--- config.mk ---
export PLATFORM = sky130hd
export DESIGN_NAME = vc_domain_rr_arb3
export DESIGN_NICKNAME = d
export VERILOG_FILES = /design/src/rtl/vc_domain_rr_arb3.sv
export SDC_FILE = /design/constraint.sdc
export NUM_CORES = 1
export LEC_CHECK = 0
export CAP_MARGIN = 5
export CORE_AREA = 5 5 51 53
export DETAILED_ROUTE_END_ITERATION = 10
export DIE_AREA = 0 0 56 58
export MAX_ROUTING_LAYER = met4
export PLACE_DENSITY = 0.78
export SYNTH_ARGS = -nofsm -noshare
export SYNTH_HDL_FRONTEND = slang
export SYNTH_SLANG_ARGS = --single-unit
--- constraint.sdc ---
create_clock -name clk -period 1.4 [get_ports clk]
set_input_delay 0.42 -clock clk [delete_from_list [all_inputs] [get_ports clk]]
set_output_delay 0.42 -clock clk [all_outputs]
set_load 0.02 [all_outputs]
--- src/rtl/vc_domain_rr_arb3.sv ---
// Round-robin packet-locking arbiter for the 3-input domain-labelled mux.
// Scrubs the channel with idle cycles on every high-to-low domain handoff.
module vc_domain_rr_arb3 #(
    parameter int unsigned p_scrub = 1
) (
    input  logic       clk,
    input  logic       reset,
    input  logic [2:0] in_val,
    input  logic [2:0] in_last,
    input  logic [2:0] in_domain,
    input  logic       out_rdy,
    output logic [2:0] in_rdy,
    output logic       out_val,
    output logic [1:0] sel,
    output logic [2:0] grant,
    output logic       cur_domain,
    output logic       scrubbing
);

    typedef enum logic [1:0] {
        IDLE  = 2'd0,
        LOCK  = 2'd1,
        SCRUB = 2'd2
    } state_t;

    localparam bit         SCRUB_EN   = (p_scrub != 0);
    localparam logic [1:0] SCRUB_LOAD = SCRUB_EN ? 2'(p_scrub - 1) : 2'd0;

    state_t     state, state_nxt;
    logic [1:0] ptr, ptr_nxt;
    logic [1:0] owner, owner_nxt;
    logic [1:0] cnt, cnt_nxt;
    logic       cur_domain_nxt;

    logic       win_vld;
    logic [1:0] win_idx;
    logic [1:0] cand;
    logic       beat_last;

    function automatic logic [1:0] inc3(input logic [1:0] v);
        return (v == 2'd2) ? 2'd0 : v + 2'd1;
    endfunction

    function automatic logic [2:0] onehot3(input logic [1:0] v);
        case (v)
            2'd0:    return 3'b001;
            2'd1:    return 3'b010;
            2'd2:    return 3'b100;
            default: return 3'b000;
        endcase
    endfunction

    // First valid requester starting from ptr, wrapping modulo 3.
    always_comb begin
        win_vld = 1'b0;
        win_idx = ptr;
        cand    = ptr;
        for (int k = 0; k < 3; k++) begin
            if (!win_vld && in_val[cand]) begin
                win_vld = 1'b1;
                win_idx = cand;
            end
            cand = inc3(cand);
        end
    end

    assign beat_last = in_val[owner] && out_rdy && in_last[owner];

    always_comb begin
        state_nxt      = state;
        ptr_nxt        = ptr;
        owner_nxt      = owner;
        cnt_nxt        = cnt;
        cur_domain_nxt = cur_domain;
        case (state)
            IDLE: begin
                if (win_vld) begin
                    if (SCRUB_EN && cur_domain && !in_domain[win_idx]) begin
                        state_nxt = SCRUB;
                        cnt_nxt   = SCRUB_LOAD;
                    end else begin
                        state_nxt      = LOCK;
                        owner_nxt      = win_idx;
                        cur_domain_nxt = in_domain[win_idx];
                    end
                end
            end
            LOCK: begin
                if (beat_last) begin
                    ptr_nxt   = inc3(owner);
                    state_nxt = IDLE;
                end
            end
            SCRUB: begin
                // Domain drops only once the last scrub cycle has elapsed.
                if (cnt == 2'd0) begin
                    cur_domain_nxt = 1'b0;
                    state_nxt      = IDLE;
                end else begin
                    cnt_nxt = cnt - 2'd1;
                end
            end
            default: state_nxt = IDLE;
        endcase
    end

    always_ff @(posedge clk or negedge reset) begin
        if (!reset) begin
            state      <= IDLE;
            ptr        <= 2'd0;
            owner      <= 2'd0;
            cnt        <= 2'd0;
            cur_domain <= 1'b0;
        end else begin
            state      <= state_nxt;
            ptr        <= ptr_nxt;
            owner      <= owner_nxt;
            cnt        <= cnt_nxt;
            cur_domain <= cur_domain_nxt;
        end
    end

    // Outputs depend only on registered state plus same-cycle in_val/out_rdy.
    always_comb begin
        grant   = 3'b000;
        in_rdy  = 3'b000;
        out_val = 1'b0;
        if (state == LOCK) begin
            grant   = onehot3(owner);
            in_rdy  = out_rdy ? onehot3(owner) : 3'b000;
            out_val = in_val[owner];
        end
    end

    assign sel       = owner;
    assign scrubbing = (state == SCRUB);

endmodule

==> flow_summary_export.csv, run 1 <==
group,metric,value,unit
placement,place.port_buffers,22,
cts,numCtsBuffers,3,
placement,place_area,1320,um^2
setup_path,cp_common_cell,"sky130_fd_sc_hd__buf_6",
die,dieHeight,58,um
logic_synthesis,synth_cells,95,
setup_path,setup.worst_path.start,"sel[0]",
setup_path,worst-path-buf-inv,2,
routing,detail-route-antenna-nets,0,
die,io_pins,23,
die,die_width,56,um
logic_synthesis,dominantRegCellSynth,"sky130_fd_sc_hd__dfrtp_1",
global_routing,first_pass_grt_wire_length,4990,um
die,fp.dieArea,3250,um^2
setup_path,data_required_time_of_the_worst_path,0.98,ns
logic_synthesis,post_synth.cell_area_avg,9.00,um^2
global_routing,maximum_number_of_pins_on_one_net_before_global_route_repair,10,
timing,timing.final.max_slew_violations,0,
logic_synthesis,synth_seq_cells,9,
setup_path,worstSetupStartpointType,"flop",
routing,drt_first_iter_violations,25,
logic_synthesis,synthesis.area,855,um^2
setup_path,critical_path.top_delay_family,"flip-flops",
logic_synthesis,synth_cell_types,47,
global_routing,global_route_met1_utilization,20.1,%
layout,diodes,0,
global_routing,gr-max-usage-layer,"met2",
setup_path,data_arrival_time_at_the_worst_slack_endpoint,1.43,ns
routing,drt-wirelength-per-cell,17.0,um
status,run_status,"finished with violations",
die,initial_utilization,40.6,%
layout,synthToLayoutAreaGrowth,105,%
layout,stdcell_area,1750,um^2
routing,wl,3190,um
setup_path,worstPathMaxFanout,4,
logic_synthesis,mappedNetlistNets,108,
logic_synthesis,synth_enable_flop_cells,0,
cts,insertion_delay,0.27,ns
pwr,power.net_switching,1.56,mW
cts,clkSlewWorstSetupHoldPaths,0.06,ns
cts,hold_buffers,0,
cts,root_cell_of_the_clock_tree,"sky130_fd_sc_hd__clkbuf_4",
global_routing,sum_of_overflow_across_all_layers_after_global_routing,0,
global_routing,number_of_global_route_vias_before_repair,1060,
pwr,power_per_cell_area,2050,nW/um^2
flow_run,max-cap-violations,0,
layout,fillCellCount,112,
cts,cts-htree-levels,1,
logic_synthesis,async_flop_share,100,%
timing,final_cycle_utilization_of_the_critical_path,132,%
timing,final.setup_skew,0.00188,ns
pwr,combinational_cell_fraction_of_total_power,78.5,%
pwr,internal_power,2.04,mW
global_routing,track_usage,20.8,%
timing,grt_setup_unrepaired,"yes",
pwr,power.share.switching,43.3,%
cts,tritoncts,"done",
layout,final_nets,174,
status,violated_checks,"negative setup slack",
pwr,total_leakage_power,0.742,nW
layout,number_of_standard_cells_in_the_layout_taps_in_and_fillers_out,188,
timing,post-route-min-period,1.85,ns
hold_path,holdCritPathClass,"in -> async",
setup_path,r2r_start,"sel[0]",
die,standard_cell_core_area,2110,um^2
layout,postLayoutCoreUtil,83.2,%
logic_synthesis,yosysSeqAreaShare,26.4,%
logic_synthesis,yosysWarningCount,0,
timing,worst_slack,-0.454,ns
timing,report.final.setup_viol,18,
timing,clock.fmax,0.539,GHz
pwr,worst_ir_drop_vdd,0.00124,V
timing,hold_viol_final,0,
setup_path,critical_path.cell_chain,"buf_6 > mux2i_2 > o2bb2ai_2 > and2_4 > buf_6",
setup_path,criticalPathCategory,"reg -> out",
global_routing,gr-usage-met3,4.68,%
setup_path,crit_path_top_delay_cell,"sky130_fd_sc_hd__dfrtp_2",
layout,drive_gt1_share,68.1,%
die,fp-row-count,17,
global_routing,grt.met2_usage,37.4,%
timing,tightest_slew_margin_relative_to_the_limit,73.3,%
routing,drt-pass1-iter-count,4,
routing,vias,1047,
routing,avgViaCountPerCell,5.57,
routing,route.detailed.drc,0,
global_routing,number_of_antenna_violations_at_the_first_check_in_global_routing,0,
timing,worst-slew-pin-transition,0.399,ns
placement,gp_routability_congestion,0.878,
pwr,power_frac_seq,15.6,%
cts,buffer_levels_on_the_longest_clock_path,2,
placement,dp.cells,161,
pwr,power.share.clock,5.9,%
placement,place.detailed.hpwl,1870,um
cts,tritoncts_num_sinks,9,
timing,setup-tns-final,-4.10,ns
setup_path,cp_slowest_stage_delay,0.44,ns
setup_path,critical_path_end_type,"primary output",
## logic make-up (layout without fill, tap and decap cells)
logic type	Yosys count	count (layout)	share of synthesized area (%)
flip-flops	9	9	26.4
XOR/XNOR	1	1	1.03
buffers and inverters	12	77	7.61
AO/OA/AOI/OAI	32	32	32.7
AND/OR/NAND/NOR	38	38	28.6
adder cells (fa/ha/maj)	1	1	1.46
multiplexers	2	2	2.34
## through the flow
stage | hold WS, ns | power, mW | worst slack [ns]
after detailed placement | 0.546 | 2.40 | -1.00
after CTS | 0.450 | 3.32 | -0.428
after global placement | 0.535 | 2.34 | -0.988
final | 0.436 | 3.60 | -0.454
after floorplan | 0.124 | 1.70 | -0.183
after global routing | 0.460 | 3.83 | -0.517
## repair_timing
action	CTS	global route
gates resized for setup	121	11
gates cloned	1	0
setup buffers	17	9
pin swaps	26	13
setup endpoints to repair	20	20
hold endpoints to repair	0	0
## cell usage after synthesis, types with 2 or more instances
cell	number	area (um^2)
sky130_fd_sc_hd__dfrtp_1	9	225
sky130_fd_sc_hd__inv_1	5	18.8
sky130_fd_sc_hd__nand2_1	5	18.8
sky130_fd_sc_hd__nand3_1	5	25.0
sky130_fd_sc_hd__a21oi_1	4	20.0
sky130_fd_sc_hd__and2_1	4	25.0
sky130_fd_sc_hd__nor2_1	4	15.0
sky130_fd_sc_hd__nor2b_1	4	25.0
sky130_fd_sc_hd__a21o_1	3	22.5
sky130_fd_sc_hd__nand2b_1	3	18.8
sky130_fd_sc_hd__nor3b_1	3	22.5
sky130_fd_sc_hd__a211o_1	2	17.5
sky130_fd_sc_hd__a211oi_1	2	15.0
sky130_fd_sc_hd__a221oi_1	2	17.5
sky130_fd_sc_hd__a31oi_1	2	12.5
sky130_fd_sc_hd__buf_6	2	22.5
sky130_fd_sc_hd__mux2i_1	2	20.0
sky130_fd_sc_hd__nor3_1	2	10.0
sky130_fd_sc_hd__nor4bb_1	2	20.0
sky130_fd_sc_hd__o21ai_0	2	10.0
sky130_fd_sc_hd__o2bb2ai_1	2	17.5
## metal layers
metal / wire [um] / up-vias
met5: 0 / -
met4: 117 / 0
met3: 178 / 11
met2: 1700 / 45
met1: 1190 / 503
li1: - / 488
## final cells by class
cell class                 instances  area, um^2  area share (%)
tap                               28        35.0            2.00
clock buffer                       4        26.3            1.50
timing repair buffer              66         611            34.9
sequential                         9         230            13.1
multi-input combinational         74         823            47.0
inverter                           7        26.3            1.50
## layout by cell type, fill, tap and decap left out, types with 2 or more instances in the layout
cell and n:
sky130_fd_sc_hd__buf_4 33, sky130_fd_sc_hd__a211o_1 2, sky130_fd_sc_hd__a221oi_2 2, sky130_fd_sc_hd__a31oi_1 2
sky130_fd_sc_hd__and2_4 3, sky130_fd_sc_hd__inv_2 2, sky130_fd_sc_hd__o21ai_0 2, sky130_fd_sc_hd__clkdlybuf4s50_1 5
sky130_fd_sc_hd__inv_1 4, sky130_fd_sc_hd__buf_6 20, sky130_fd_sc_hd__dfrtp_1 5, sky130_fd_sc_hd__a21o_1 3
sky130_fd_sc_hd__clkbuf_4 3, sky130_fd_sc_hd__nor3_2 2, sky130_fd_sc_hd__nand2b_4 4, sky130_fd_sc_hd__a211oi_4 2
sky130_fd_sc_hd__nand3_1 4, sky130_fd_sc_hd__dfrtp_2 4, sky130_fd_sc_hd__nand2_1 5, sky130_fd_sc_hd__nor2_2 2
sky130_fd_sc_hd__dlygate4sd2_1 3, sky130_fd_sc_hd__nor2b_4 3, sky130_fd_sc_hd__a21oi_2 2, sky130_fd_sc_hd__nor3b_4 2
## state kept, by name, summed over array words and instances, names as in the netlist
| name | cells |
|---|---|
| state | 2 |
| ptr | 2 |
| cur_domain | 1 |
| sel | 2 |
| cnt | 2 |
## worst paths after layout
path / end / slack, ns / depth (start not counted)
setup / recovery: out_val / -0.45 / 5
hold / removal: state[1] / 0.44 / 1
setup reg to reg: ptr[1] / -0.27 / 7
hold reg to reg: cnt[0] / 0.55 / 1
max in group asynchronous: sel[1] / 0.66 / 1
min in group clk: cnt[0] / 0.55 / 1
## power by group through the flow
stage / Combinational (mW) / Clock (mW) / Sequential (mW)
2_1_floorplan: 1.15 / 0 / 0.552
3_3_place_gp: 1.78 / 0 / 0.553
3_5_place_dp: 1.84 / 0 / 0.559
4_1_cts: 2.57 / 0.205 / 0.545
5_1_grt: 3.02 / 0.232 / 0.582
6_report: 2.83 / 0.211 / 0.562
## worst register-to-register path, stage by stage, from the launching register on
cell	delay (ns)
sky130_fd_sc_hd__dfrtp_2	0.44
sky130_fd_sc_hd__buf_4	0.18
sky130_fd_sc_hd__buf_4	0.14
sky130_fd_sc_hd__mux2i_1	0.14
sky130_fd_sc_hd__o2bb2ai_4	0.14
sky130_fd_sc_hd__nand4_1	0.23
sky130_fd_sc_hd__nor3b_2	0.23
sky130_fd_sc_hd__a21o_1	0.10
No activity file was read; power rests on OpenSTA's default activity.
==> run 2, diff against run 1 <==
--- a/config.mk
+++ b/config.mk
@@ -9,6 +9,7 @@
 export CORE_AREA = 5 5 51 53
 export DETAILED_ROUTE_END_ITERATION = 10
 export DIE_AREA = 0 0 56 58
+export GPL_TIMING_DRIVEN = 0
 export MAX_ROUTING_LAYER = met4
 export PLACE_DENSITY = 0.78
 export SYNTH_ARGS = -nofsm -noshare
==> run 2 against run 1 <==
  * Largest cell class unchanged
  * The run still ends with negative setup slack left
  * Critical path type unchanged
  * Utilization is 10 points lower
  * Worst hold slack better by 0.037 ns
  * Maximum frequency is 1.3% higher
  * Highest routed layer unchanged
==> flow_summary_export.csv, run 2 (synthesis results as in run 1) <==
group,metric,value,unit
global_routing,global_route_met1_utilization,20.6,%
pwr,power_per_cell_area,2110,nW/um^2
timing,worst_slack,-0.431,ns
setup_path,worstPathMaxFanout,4,
timing,worst-slew-pin-transition,0.432,ns
layout,synthToLayoutAreaGrowth,79.8,%
routing,drt-wirelength-per-cell,16.1,um
timing,tightest_slew_margin_relative_to_the_limit,71.1,%
timing,timing.final.max_slew_violations,0,
global_routing,sum_of_overflow_across_all_layers_after_global_routing,0,
layout,most_frequent_cells_in_the_layout,"17 x sky130_fd_sc_hd__buf_4, 11 x sky130_fd_sc_hd__buf_6",
global_routing,maximum_number_of_pins_on_one_net_before_global_route_repair,11,
layout,drive_gt1_share,58.6,%
timing,report.final.setup_viol,17,
die,initial_utilization,40.6,%
placement,dp.cells,143,
status,run_status,"finished with violations",
global_routing,first_pass_grt_wire_length,4610,um
layout,number_of_standard_cells_in_the_layout_taps_in_and_fillers_out,168,
timing,final.setup_skew,0.00174,ns
cts,clkSlewWorstSetupHoldPaths,0.06,ns
routing,wl,2700,um
placement,place.detailed.hpwl,1680,um
timing,post-route-min-period,1.83,ns
die,die_width,56,um
pwr,worst_ir_drop_vdd,0.00119,V
cts,numCtsBuffers,3,
die,fp-row-count,17,
die,dieHeight,58,um
routing,vias,927,
flow_run,max-cap-violations,0,
layout,final_common_cell,"sky130_fd_sc_hd__buf_4",
setup_path,r2r_start,"sel[0]",
global_routing,number_of_antenna_violations_at_the_first_check_in_global_routing,0,
cts,tritoncts_num_sinks,9,
layout,final_nets,154,
layout,fillCellCount,132,
cts,tritoncts,"done",
setup_path,critical_path_end_type,"primary output",
routing,avgViaCountPerCell,5.52,
status,violated_checks,"negative setup slack",
die,fp.dieArea,3250,um^2
cts,root_cell_of_the_clock_tree,"sky130_fd_sc_hd__clkbuf_4",
pwr,total_power,3.25,mW
routing,drt-pass1-iter-count,4,
routing,route.detailed.drc,0,
setup_path,worstSetupStartpointType,"flop",
global_routing,grt.met2_usage,32.7,%
die,io_pins,23,
layout,area_of_the_multi_input_gates,759,um^2
setup_path,worstSetupEndpoint,"out_val",
layout,area.sequential,231,um^2
layout,diodes,0,
die,standard_cell_core_area,2110,um^2
setup_path,worstReg2RegEnd,"ptr[1]",
setup_path,data_arrival_time_at_the_worst_slack_endpoint,1.41,ns
setup_path,reg2reg_slack,-0.29,ns
timing,grt_setup_unrepaired,"yes",
cts,hold_buffers,0,
setup_path,worst-r2r-cell-count,8,
cts,insertion_delay,0.25,ns
global_routing,number_of_global_route_vias_before_repair,959,
cts,cts-htree-levels,1,
cts,buffer_levels_on_the_longest_clock_path,2,
timing,hold_viol_final,0,
setup_path,setup.worst_path.start,"sel[0]",
setup_path,criticalPathCategory,"reg -> out",
routing,drt_first_iter_violations,13,
placement,place.port_buffers,20,
hold_path,holdCritPathClass,"in -> async",
timing,clock.fmax,0.546,GHz
timing,final_cycle_utilization_of_the_critical_path,131,%
global_routing,gr-usage-met3,2.00,%
setup_path,data_required_time_of_the_worst_path,0.98,ns
global_routing,gr-max-usage-layer,"met2",
routing,detail-route-antenna-nets,0,
global_routing,track_usage,18.0,%
pwr,total_leakage_power,0.635,nW
placement,gp_routability_congestion,0.859,
[run 2: through the flow]
step | hold slack, ns | setup slack, ns | util, % | area [um^2] | TNS [ns]
5_1_grt | 0.505 | -0.464 | 73.0 | 1540 | -4.75
3_5_place_dp | 0.560 | -1.20 | 57.0 | 1200 | -11.06
2_1_floorplan | 0.124 | -0.183 | - | 965 | -0.840
4_1_cts | 0.466 | -0.416 | 68.6 | 1440 | -3.75
6_report | 0.473 | -0.431 | 73.0 | 1540 | -3.75
3_3_place_gp | 0.539 | -1.18 | 57.0 | 1200 | -10.59
[run 2: what timing repair did]
action,in CTS,in global routing
pin swaps,20,12
gates cloned,1,0
endpoints found under the setup margin,20,18
buffers inserted,14,6
gates resized for setup,82,13
[run 2: where the power goes]
group          internal (mW)  switching [mW]
Sequential             0.390           0.155
Clock                  0.110          0.0869
Combinational           1.35            1.16
Total                   1.85            1.40
[run 2: how the worst min path moves through the flow]
stage	to	slack, ns	depth (start not counted)
floorplan	cnt[0]	0.12	0
global placement	cnt[0]	0.54	1
detailed placement	cnt[0]	0.56	1
CTS	state[0]	0.47	1
global route	state[1]	0.51	1
finish	ptr[0]	0.47	1
[run 2: area by class of cell]
cell class / count / area share, %
repair buffers: 41 / 24.2
plain buffers: 5 / 5.62
flip-flops and latches: 9 / 15.1
inverters: 7 / 1.71
multi-input cells: 74 / 49.4
well taps: 28 / 2.28
clock buffers: 4 / 1.71
[run 2: routing by layer]
layer  wire length, um  up-vias
li1                  -      447
met2              1450       24
met3               107        4
met1              1110      452
met4                41        0
met5                 0        -
[run 2: worst max-delay path: stages (launching register included)]
cell and delay (ns):
sky130_fd_sc_hd__dfrtp_2 0.43, sky130_fd_sc_hd__buf_8 0.14, sky130_fd_sc_hd__mux2i_2 0.15, sky130_fd_sc_hd__o2bb2ai_2 0.16, sky130_fd_sc_hd__and2_4 0.17, sky130_fd_sc_hd__buf_6 0.11
==> edit (flow settings as in run 2) <==
The 3 states of `state_t` get a one-hot encoding in 3 bits.
--- a/src/rtl/vc_domain_rr_arb3.sv
+++ b/src/rtl/vc_domain_rr_arb3.sv
@@ -17,10 +17,10 @@
     output logic       scrubbing
 );
 
-    typedef enum logic [1:0] {
-        IDLE  = 2'd0,
-        LOCK  = 2'd1,
-        SCRUB = 2'd2
+    typedef enum logic [2:0] {
+        IDLE  = 3'b001,
+        LOCK  = 3'b010,
+        SCRUB = 3'b100
     } state_t;
 
     localparam bit         SCRUB_EN   = (p_scrub != 0);
Function: no difference found for any inputs over 10 cycles, from zero or initial values and one cycle with reset low; not proved beyond that.
==> edit against run 2 <==
- the run still ends with setup timing left
- sequential cell count rose by 1
- cell count shrank 1.2%
- fmax fell by 2.4%
- die area did not move
- clock power increased by 38%
- cell area barely moved
- power down 15%
- setup slack got worse by 44 ps
- area after synthesis decreased by 10%
- routed wire length rose by 7.6%
- critical path type unchanged
- largest power group unchanged
==> edit: results (changes against run 2) <==
first_global_vias: 859  # was 959
clkTransAtPathRegs_ps: 80  # was 60 ps
firstDrtPassIters: 4  # unchanged
skew_ps: 10.89  # was 1.740 ps
ys_top_cells_by_area: "dfrtp_1 (29%), nor2_1 (5.9%), nand2_1 (4.4%), dfstp_2 (3.4%), o311ai_4 (3.4%)"  # was dfrtp_1 (26%), and2_1 (2.9%), nand3_1 (2.9%), nor2b_1 (2.9%), a21o_1 (2.6%)
fin_setup_tns_ps: -5188  # was -3746 ps
drive_gt1_share_pct: 65.94  # was 58.57%
port-buffer-count: 22  # was 20
wl_per_cell_microns: 17.51  # was 16.08 microns
outcome: "finished, violations left"  # unchanged
num_vias: 890  # was 927
reg2reg_from: "sel[0]"  # unchanged
slowest_delay_ps: 430  # about the same
irDropWorstVdd_v: 0.001270  # was 0.001194 V
synth-seq-area-share_pct: 32.68  # was 26.35%
violations: "setup timing"  # unchanged
groute.usage.overall_pct: 16.01  # was 18.03%
ff2ff_setup_slack_ps: -340  # was -290 ps
setup_slack_ps: -475.2  # was -430.8 ps
fin_area_sq_mm: 0.001535  # was 0.001536 sq mm
path_max_fanout: 4  # unchanged
grt_max_degree: 11  # unchanged
yosys-top-cells-count: "nor2_1 (12), dfrtp_1 (9), nand2_1 (9)"  # was dfrtp_1 (9), inv_1 (5), nand2_1 (5), nand3_1 (5)
yosysUniqueCellTypes: 35  # was 47
place.gp.congestion: 0.7748  # was 0.8594
p_leak_nw: 0.6487  # was 0.6350 nW
syn_nets: 100  # was 108
grt_pass1_wl_microns: 3981  # was 4609 microns
nets: 152  # was 154
clk_latency_ps: 280  # was 250 ps
worst_slew_pin_slew_ps: 478.6  # was 432.3 ps
finalSetupViolCount: 18  # was 17
worstReg2RegEnd: "state[1]"  # was ptr[1]
placed_area_sq_mm: 0.001129  # was 0.001200 sq mm
critPathArrivalTime_ps: 1460  # was 1410 ps
nFillCells: 124  # was 132
first_iter_violations: 12  # was 13
dp_hpwl_microns: 1541  # was 1678 microns
-- edit: worst reg2reg max path: cells and delay by family, from the launching register on --
kind	cells	cell delay [ps]
flops	1	430
simple gates	1	70
compound gates	3	610
mux	1	180
buf+inv	3	370
-- edit: power by group --
group / internal, mW / switching, mW / total (mW) / leakage (nW)
Clock: 0.158 / 0.113 / 0.271 / 0.0210
Sequential: 0.422 / 0.146 / 0.568 / 0.120
Combinational: 1.02 / 0.914 / 1.94 / 0.507
-- edit: logic make-up after synthesis --
logic type / after synthesis / synth area share (%)
AOI/OAI and AO/OA: 24 / 27.97
adders and majority gates: 1 / 1.626
buffers and inverters: 8 / 4.064
DFF: 10 / 32.68
muxes: 2 / 2.602
and+or+nand+nor: 42 / 31.06
-- edit: worst min path at each step --
stage               startpoint      to  slack [ps]
floorplan                reset  cnt[0]         120
global placement        cnt[0]  cnt[0]         460
detailed placement      cnt[0]  cnt[0]         460
CTS                      reset  cnt[1]         470
global route             reset  ptr[1]         500
finish                   reset  ptr[1]         460
-- edit: per-stage QoR --
step / std cells / worst slack, ps
2_1_floorplan: 87 / -190.4
3_3_place_gp: 137 / -1190
3_5_place_dp: 137 / -1201
4_1_cts: 158 / -452.0
5_1_grt: 166 / -498.9
6_report: 166 / -475.2
-- edit: cell type report --
cell class	count	area share [%]
plain buffers	2	1.711
clock buffers	4	2.363
inverters	6	1.467
multi-input cells	69	47.35
flip-flops and latches	10	16.71
well taps	28	2.282
repair buffers	47	28.12
-- edit: what timing repair did --
item	CTS	global route
setup buffers	17	9
pin swaps	13	11
gates resized for setup	95	22
endpoints found under the setup margin	21	20
-- edit: routing by layer --
metal / track usage (%) / part of all wire (%) / up-vias / wire length (microns)
li1: - / - / 416 / -
met4: 7.797 / 2.6 / 0 / 76
met3: 2.004 / 3.0 / 7 / 87
met5: - / 0 / - / 0
met2: 29.38 / 52 / 28 / 1524
met1: 16.96 / 42 / 439 / 1217
